$ cat src/rtl/lfsr_period_monitor_pkg.sv
// Shared definitions for the LFSR period monitor and the LFSR benches:
// FSM state encoding, default LFSR width and the default LFSR seed.
package lfsr_period_monitor_pkg;

   typedef enum logic [1:0] {
      ST_IDLE  = 2'd0,
      ST_ARMED = 2'd1,
      ST_RUN   = 2'd2,
      ST_DONE  = 2'd3
   } mon_state_e;

   localparam int          LFSR_WIDTH = 16;
   localparam logic [15:0] LFSR_SEED  = 16'b1010110011100001;

endpackage : lfsr_period_monitor_pkg

$ cat src/rtl/lfsr_period_monitor.sv
// LFSR period monitor: captures the first valid sample as the seed, counts
// samples until the seed recurs and reports the period plus the number of
// ones seen on the MSB keystream bit. Flags all-zero lock-up and a timeout
// when the seed does not recur within 2^WIDTH samples.
//
// state    | meaning
// ---------+--------------------------------------------------------------
// ST_IDLE  | after reset; samples ignored, waiting for start
// ST_ARMED | waiting for the first valid sample, which becomes the seed
// ST_RUN   | counting samples until seed recurs, zero state, or timeout
// ST_DONE  | results held until the next start; samples ignored
module lfsr_period_monitor
   import lfsr_period_monitor_pkg::*;
#(
   parameter  int WIDTH = LFSR_WIDTH,
   localparam int CNT_W = WIDTH + 1
) (
   input  logic             clock,
   input  logic             reset,
   input  logic             start,
   input  logic             state_valid,
   input  logic [WIDTH:1]   state_in,
   output logic             busy,
   output logic             done,
   output logic [CNT_W-1:0] period,
   output logic [CNT_W-1:0] ones_count,
   output logic             lockup,
   output logic             timeout,
   output logic [WIDTH:1]   seed_cap
);

   // 2^WIDTH: the sample count at which the seed is declared lost. CNT_W
   // is one bit wider than WIDTH so this value is representable.
   localparam logic [CNT_W-1:0] CNT_LIMIT = {1'b1, {WIDTH{1'b0}}};

   mon_state_e       state_q, state_d;
   logic [CNT_W-1:0] cnt_q, cnt_d;
   logic [CNT_W-1:0] period_q, period_d;
   logic [CNT_W-1:0] ones_q, ones_d;
   logic             lockup_q, lockup_d;
   logic             timeout_q, timeout_d;
   logic [WIDTH:1]   seed_q, seed_d;
   logic             busy_q, busy_d;
   logic             done_q, done_d;
   logic [CNT_W-1:0] cnt_next;
   logic [CNT_W-1:0] msb_ext;

   assign cnt_next = cnt_q + CNT_W'(1);
   assign msb_ext  = CNT_W'(state_in[WIDTH]);

   // Next-state and result update; start overrides everything, including a
   // coincident valid sample.
   always_comb begin
      state_d   = state_q;
      cnt_d     = cnt_q;
      period_d  = period_q;
      ones_d    = ones_q;
      lockup_d  = lockup_q;
      timeout_d = timeout_q;
      seed_d    = seed_q;

      if (start) begin
         state_d   = ST_ARMED;
         cnt_d     = '0;
         period_d  = '0;
         ones_d    = '0;
         lockup_d  = 1'b0;
         timeout_d = 1'b0;
         seed_d    = '0;
      end else begin
         case (state_q)
            ST_ARMED: begin
               if (state_valid) begin
                  seed_d = state_in;
                  cnt_d  = '0;
                  ones_d = msb_ext;
                  if (state_in == '0) begin
                     lockup_d = 1'b1;
                     period_d = '0;
                     state_d  = ST_DONE;
                  end else begin
                     state_d  = ST_RUN;
                  end
               end
            end
            ST_RUN: begin
               if (state_valid) begin
                  if (state_in == seed_q) begin
                     period_d = cnt_next;
                     state_d  = ST_DONE;
                  end else if (state_in == '0) begin
                     lockup_d = 1'b1;
                     period_d = '0;
                     state_d  = ST_DONE;
                  end else if (cnt_next == CNT_LIMIT) begin
                     timeout_d = 1'b1;
                     period_d  = '0;
                     state_d   = ST_DONE;
                  end else begin
                     cnt_d  = cnt_next;
                     ones_d = ones_q + msb_ext;
                  end
               end
            end
            default: begin
            end
         endcase
      end

      busy_d = (state_d == ST_ARMED) || (state_d == ST_RUN);
      done_d = (state_d == ST_DONE);
   end

   // State and result registers, cleared asynchronously by reset.
   always_ff @(posedge clock or negedge reset) begin
      if (!reset) begin
         state_q   <= ST_IDLE;
         cnt_q     <= '0;
         period_q  <= '0;
         ones_q    <= '0;
         lockup_q  <= 1'b0;
         timeout_q <= 1'b0;
         seed_q    <= '0;
         busy_q    <= 1'b0;
         done_q    <= 1'b0;
      end else begin
         state_q   <= state_d;
         cnt_q     <= cnt_d;
         period_q  <= period_d;
         ones_q    <= ones_d;
         lockup_q  <= lockup_d;
         timeout_q <= timeout_d;
         seed_q    <= seed_d;
         busy_q    <= busy_d;
         done_q    <= done_d;
      end
   end

   assign busy       = busy_q;
   assign done       = done_q;
   assign period     = period_q;
   assign ones_count = ones_q;
   assign lockup     = lockup_q;
   assign timeout    = timeout_q;
   assign seed_cap   = seed_q;

endmodule : lfsr_period_monitor

$ cat config.mk
export PLATFORM = sky130hd
export DESIGN_NAME = lfsr_period_monitor
export DESIGN_NICKNAME = d
export VERILOG_FILES = /design/src/rtl/lfsr_period_monitor_pkg.sv /design/src/rtl/lfsr_period_monitor.sv
export SDC_FILE = /design/constraint.sdc
export NUM_CORES = 1
export LEC_CHECK = 0
export BUFFER_PORTS_ARGS = -buffer_cell sky130_fd_sc_hd__buf_2
export CORE_MARGIN = 2
export CORE_UTILIZATION = 50
export CTS_BUF_LIST = sky130_fd_sc_hd__clkbuf_4 sky130_fd_sc_hd__clkbuf_8 sky130_fd_sc_hd__clkbuf_16
export DETAILED_ROUTE_END_ITERATION = 7
export PLACE_DENSITY_LB_ADDON = 0.08
export RECOVER_POWER = 100
export SKIP_LAST_GASP = 1
export SYNTH_ARGS = -nofsm -noshare
export SYNTH_HDL_FRONTEND = slang
export SYNTH_SLANG_ARGS = --single-unit
$ cat constraint.sdc
create_clock -name clock -period 2.4 [get_ports clock]
set_input_delay 0 -clock clock [delete_from_list [all_inputs] [get_ports clock]]
set_output_delay 0 -clock clock [all_outputs]
set_load 0.005 [all_outputs]
Yosys cells after proc, flatten, opt, wreduce, memory -nomap -nowiden

Index checks and enable logic that the tools add are counted.

Word-level logic and storage cells: 84
Register bits: 73

Equality and inequality tests: 16
Reductions and logical operators: 12
Multiplexer cells: 45
$add $sub $neg: 2

Operators by type and width:

| operator                                                              | count |
|---|---|
| 17-bit two-way mux                                                    | 19 |
| 17-bit one-hot mux with 2 select lines                                | 3 |
| 16-bit two-way mux                                                    | 3 |
| 3-bit != test, second input constant                                  | 6 |
| 17-bit by 1-bit adder with 17-bit output                              | 1 |
| 17-bit by 1-bit adder with 17-bit output, second input constant       | 1 |
| 17-bit equality test, second input constant                           | 1 |
| 16-bit equality test                                                  | 1 |
| 16-bit zero test                                                      | 1 |
| 1-bit two-way mux                                                     | 12 |
| 2-bit two-way mux                                                     | 6 |
| 5-bit AND reduction                                                   | 2 |
| 2-bit nonzero test                                                    | 4 |
| 2-bit equality test, second input constant                            | 3 |
| 6-bit AND reduction                                                   | 1 |
| 5-bit != test, second input constant                                  | 1 |
| 2-bit by 1-bit equality test with 1-bit output, second input constant | 2 |
| 2-bit != test, second input constant                                  | 2 |
| 2-bit one-hot mux with 2 select lines                                 | 1 |
| 4-bit AND reduction                                                   | 1 |
| 3-bit nonzero test                                                    | 1 |
| 1-bit one-hot mux with 2 select lines                                 | 1 |
| 2-bit AND reduction                                                   | 1 |
| 1-bit logical OR                                                      | 1 |

Logic depth before layout (Yosys ltp)

Depth after elaboration: 10
Mapped depth: 12
Gate-level depth less buffers: 10

Least setup slack after synthesis

Ideal clock, no wire load.

Path type: reg-to-reg
From: register cnt_q[0]
To: register busy_q (netlist: busy)
Setup time: 0.126 ns
Path slack: -0.247 ns
Arrival time: 2.521 ns
Cell stages (with the launch flop): 11
Data required time: 2.274 ns
Cell sequence: dfrtp_1 -> ha_1 -> nand4_1 -> nor4_2 -> nand4_1 -> xnor2_1 -> nand4_2 -> nand3_1 -> o21ai_0 -> a211oi_1 -> ha_1

Longest elaborated chain between the ends: 10
Elaborated cells between the ends (all ways): 11
Classes of those cells: add/sub: 1; eq/ne: 3; mux: 6; reduce/logical: 1

Ends and longest elaborated chain:

| what                                                                                         | line                       | RTL |
|---|---|---|
| start: declaration                                                                           | lfsr_period_monitor.sv:37  | `logic [CNT_W-1:0] cnt_q, cnt_d;` |
| start signal: assignment                                                                     | lfsr_period_monitor.sv:128 | `cnt_q <= cnt_d;` |
| 17-bit by 1-bit adder with 17-bit output *                                                   | lfsr_period_monitor.sv:48  | `assign cnt_next = cnt_q + CNT_W'(1);` |
| 17-bit equality test *                                                                       | lfsr_period_monitor.sv:95  | `end else if (cnt_next == CNT_LIMIT) begin` |
| 2-bit two-way mux *                                                                          | lfsr_period_monitor.sv:95  |  |
| 2-bit two-way mux *                                                                          | lfsr_period_monitor.sv:91  | `end else if (state_in == '0) begin` |
| 2-bit two-way mux *                                                                          | lfsr_period_monitor.sv:88  | `if (state_in == seed_q) begin` |
| 2-bit two-way mux *                                                                          | lfsr_period_monitor.sv:87  | `if (state_valid) begin` |
| 2-bit one-hot mux with 2 select lines *                                                      | lfsr_period_monitor.sv:71  | `case (state_q)` |
| 2-bit two-way mux *                                                                          | lfsr_period_monitor.sv:62  | `if (start) begin` |
| named net state_d[1]                                                                         | lfsr_period_monitor.sv:36  | `mon_state_e state_q, state_d;` |
| 2-bit by 1-bit equality test with 1-bit output / 2-bit equality test (equally long branches) | lfsr_period_monitor.sv:110 | `busy_d = (state_d == ST_ARMED) \|\| (state_d == ST_RUN);` |
| 1-bit logical OR *                                                                           | lfsr_period_monitor.sv:110 |  |
| named net busy_d                                                                             | lfsr_period_monitor.sv:43  | `logic busy_q, busy_d;` |
| end signal: assignment                                                                       | lfsr_period_monitor.sv:134 | `busy_q <= busy_d;` |
| end: declaration                                                                             | lfsr_period_monitor.sv:43  |  |

The timed path passes the listed nets; every way through them passes the cells marked *.
A chain may end at the register's enable or synchronous reset.

Worst setup path after layout

From: register cnt_q[0]
To: register period_q[1] (netlist: period[1])

Longest elaborated chain between the ends: 5
Elaborated cells between the ends (all ways): 8
Classes of those cells: add/sub: 1; eq/ne: 2; mux: 4; reduce/logical: 1

Ends and longest elaborated chain:

| what                                                         | line                       | RTL |
|---|---|---|
| 17-bit by 1-bit adder with 17-bit output *                   | lfsr_period_monitor.sv:48  |  |
| branches (longest 4 deep; another with 17-bit equality test) | n/a                        |  |
| end signal: assignment                                       | lfsr_period_monitor.sv:129 | `period_q <= period_d;` |
| end: declaration                                             | lfsr_period_monitor.sv:38  | `logic [CNT_W-1:0] period_q, period_d;` |

Every way passes the cells marked *. The select of a mux whose other input is x is not followed.

==> impl_results.md <==
* Run status: complete, but fails checks
* Violated checks: max-capacitance violations, max-slew violations, negative setup slack
* Hold Path Depth at 5
* Setup CP Type: reg2reg
* Final non-filler cell total at approximately 670
* Footprint of the multi-input gates at 2230 sq um
* Hold Path Sink: timeout
* Internal at 2.25 mW
* Share of layout cells above drive strength 1 at 29.6%
* Clock latency at the later pin of the worst-skew pair at 0.35 ns
* Fin nets at 589
* Max Cap Viol at 1
* Flop-to-flop setup slack at -0.21 ns
* Asr flop ratio synth at 100%
* Clk sinks at 73
* Starting Density at 51.7%
* Final setup vio count at 53
* RSZ-0062 raised after global routing: true
* Sequential fraction of the synthesis area at between 40% and 50%
* ANT cells at 0
* Psw at 1.06 mW
* Die X at around 94 microns
* CTS root buf: clkbuf_8
* # DRC at 0
* CP max stage cell: dfrtp_2
* Vias per cell at 5.88
* Dpl ws at -0.321 ns
* Max Buffers Root-to-Sink at 2
* WL met1 at 4820 microns
* Placed cells at between 600 and 700
* Pre-Repair DR Iteration Count at 5
* CP startpoint kind: flop
* Antenna violations before repair at 0
* Routed length on met2 at ~5800 microns
* First-pass GRT wire length at 19000 microns
* Worst path max stage delay at 0.45 ns
* Routed WL per cell at 17.3 microns
* Total CTS buffers at 9
* Post-Syn Area at between 4000 and 5000 sq um
* Combinational fraction of design power at approximately 27%
* Pin count of the biggest net entering global routing at 74
* Hold Vio Cnt, Final at 0
* Power Density at around 600 nW/um^2
* Worst min-delay path class: in2reg
* Starting DRT DRC Count at 210
* Distinct cell type count after synthesis at 52
* Ports at 74
* Worst R2R End: period[1]
* VDD IR-drop max at 0.377 mV
* EDFF count, synth at 0
* Fmax achieved at around 0.38 GHz
* Rows at 32
* CTS clk-pin slew, worst paths at 0.08 ns
* DIE AREA at approximately 8800 sq um
* Fill cells at 646
* Vias in the first global route at 3927
* Gp weighted congestion at 0.919
* Synth Instances at 420
* Dpl hpwl at 7470 microns
* Seq pwr share at 42.5%
* Clock share of power at 30.0%
* Crit path time final at around 2.6 ns
* Area Growth Syn to Fin at 37.4%
* Final worst setup slack at -0.207 ns
* Core footprint at 7770 sq um
* # H-tree levels at 3
* GR Util All Layers at 27.5%
* Worst clock skew at 0.00985 ns
* Slew Viols, Final at 74
* Final wirelength at 11500 microns
* #FFs+latches synth at 73
* WP data required at roughly 2.6 ns
* Highest routed layer: met4
* Synth Warn # at 0
* Via Count at 3934
* Routed length on met3 at between 500 and 600 microns
* Pleak at 2.56 nW
* Critical path arrival at 2.85 ns
* Syn avg cell area at 9.56 sq um
* GRT overflow at 0
* Crit Path Max Fanout at 5
* Hold_sp: state_valid
* Syn nets at about 450
* Hold Slack at 0.121 ns
* Nature of the critical path endpoint: flop
* Storage element area at 1830 sq um
* CTS tree: yes
* Fin crit share at 109%
* Reg-to-Reg Start: cnt_q[0]
* Top_reg_cell synth: dfrtp_1
* Die Span Y at 93.6 microns
* Port Buffers at 73
* R2R depth at 11
* Antenna Nets Post-Route at 0
* CP Cell Sequence: buf_4 > and4_1 > nand3_1 > nor3b_1 > o22a_1 > nand4_4 > nand3_4 > buf_6 > o21ai_4 > buf_12 > a32o_1
* Worst-Margin Slew at 1.79 ns
* Net Sw Frac at between 30% and 40%
* Max_slew headroom at -19.6%
-- layout make-up --
cell class / count / area share (%)
multi-input cells: 311 / 40.4
flip-flops and latches: 73 / 33.1
repair buffers: 160 / 20.0
clock buffers: 12 / 2.77
well taps: 102 / 2.31
clock inverters: 4 / 0.952
inverters: 7 / 0.476
-- power by group through the flow --
stage               Combinational (mW)  Sequential [mW]  Clock [mW]
floorplan                        0.467             1.43           0
global placement                 0.781             1.42           0
detailed placement               0.791             1.43           0
CTS                              0.871             1.41        1.02
global route                     0.987             1.42        1.08
finish                           0.908             1.41       0.994
-- registers in the layout, indices dropped and copies added, names as in the netlist --
register    cells
cnt_q          17
lockup          1
seed_cap       16
done            1
ones_count     17
state_q         2
busy            1
period         17
timeout         1
-- synthesized netlist by cell type, types with 8 or more instances --
cell	number	area (sq um)
xor2_1	21	184
dfrtp_1	73	1830
nor3_1	8	40.0
nor4_1	11	68.8
o31ai_1	11	82.6
a21oi_1	23	115
nand3_1	16	80.1
xnor2_1	11	96.3
a22o_1	16	140
clkbuf_1	11	41.3
buf_2	12	60.1
o21ai_0	27	135
nand2_1	38	143
or3_1	8	50.1
nor2_1	25	93.8
o2bb2ai_1	14	123
-- what timing repair did --
item	in CTS	in global routing
gates resized for setup	18	14
endpoints found under the hold margin	92	0
hold buffers	18	0
pin swaps	13	7
gates cloned	1	1
setup endpoints to repair	53	55
buffers inserted	9	4
-- routing by layer --
metal	vias up	global-route usage, %
met2	144	47.5
met1	1908	34.9
met5	-	0
li1	1849	-
met3	33	4.35
met4	0	10.3
-- how the worst max path moves through the flow --
| stage | startpoint | endpoint | slack (ns) | cells past startpoint |
|---|---|---|---|---|
| floorplan | cnt_q[0] | busy | -0.12 | 10 |
| global placement | cnt_q[0] | period[15] | -0.21 | 9 |
| detailed placement | cnt_q[0] | period[15] | -0.32 | 9 |
| CTS | cnt_q[0] | ones_count[15] | -0.14 | 12 |
| global route | cnt_q[0] | ones_count[16] | -0.36 | 12 |
| finish | cnt_q[0] | period[1] | -0.21 | 11 |
-- critical path, delay by kind of cell (launching register included) --
kind / cells / cell delay, ns
AND/OR/NAND/NOR: 5 / 1.05
AO/OA/AOI/OAI: 3 / 0.55
buffers and inverters: 3 / 0.44
flip-flops: 1 / 0.45
-- kinds of logic after synthesis --
kind of cell / share of synthesized area, %
fa+ha+maj: 2.18
xor+xnor: 6.98
compound gates: 21.2
flops: 45.5
mux: 0.498
simple gates: 19.3
buf+inv: 4.39
-- per-stage QoR --
step	TNS, ns	power (mW)	cell area, sq um	utilization [%]
2_1_floorplan	-1.00	1.90	4060	-
3_3_place_gp	-7.24	2.21	4830	62.2
3_5_place_dp	-9.61	2.22	4830	62.2
4_1_cts	-2.21	3.30	5420	69.8
5_1_grt	-14.52	3.49	5520	71.1
6_report	-7.12	3.31	5520	71.1
-- placed cells by master, fill, tap and decap left out, types with 3 or more instances in the layout --
| cell | synthesis | final |
|---|---|---|
| xor2_1 | 21 | 21 |
| xnor2_1 | 11 | 10 |
| buf_4 | 3 | 60 |
| and3_1 | 7 | 7 |
| dlygate4sd3_1 | 0 | 18 |
| o31ai_1 | 11 | 11 |
| nand2b_1 | 3 | 3 |
| clkbuf_1 | 11 | 25 |
| inv_1 | 7 | 7 |
| and4_1 | 5 | 5 |
| a21oi_1 | 23 | 21 |
| dfrtp_1 | 73 | 71 |
| a22o_1 | 16 | 16 |
| o21ai_1 | 6 | 8 |
| ha_1 | 7 | 6 |
| o21ai_0 | 27 | 23 |
| o211ai_1 | 6 | 6 |
| nand3_1 | 16 | 14 |
| o2bb2ai_2 | 0 | 13 |
| nor2_1 | 25 | 25 |
| and2_1 | 4 | 4 |
| nand4_1 | 7 | 7 |
| clkbuf_8 | 0 | 10 |
| nand2_1 | 38 | 38 |
| or3_1 | 8 | 8 |
| nor4_1 | 11 | 10 |
| nor3_1 | 8 | 7 |
| buf_2 | 12 | 49 |
| buf_6 | 2 | 3 |
| or4_1 | 5 | 5 |
Power figures use the tool's default switching activity.
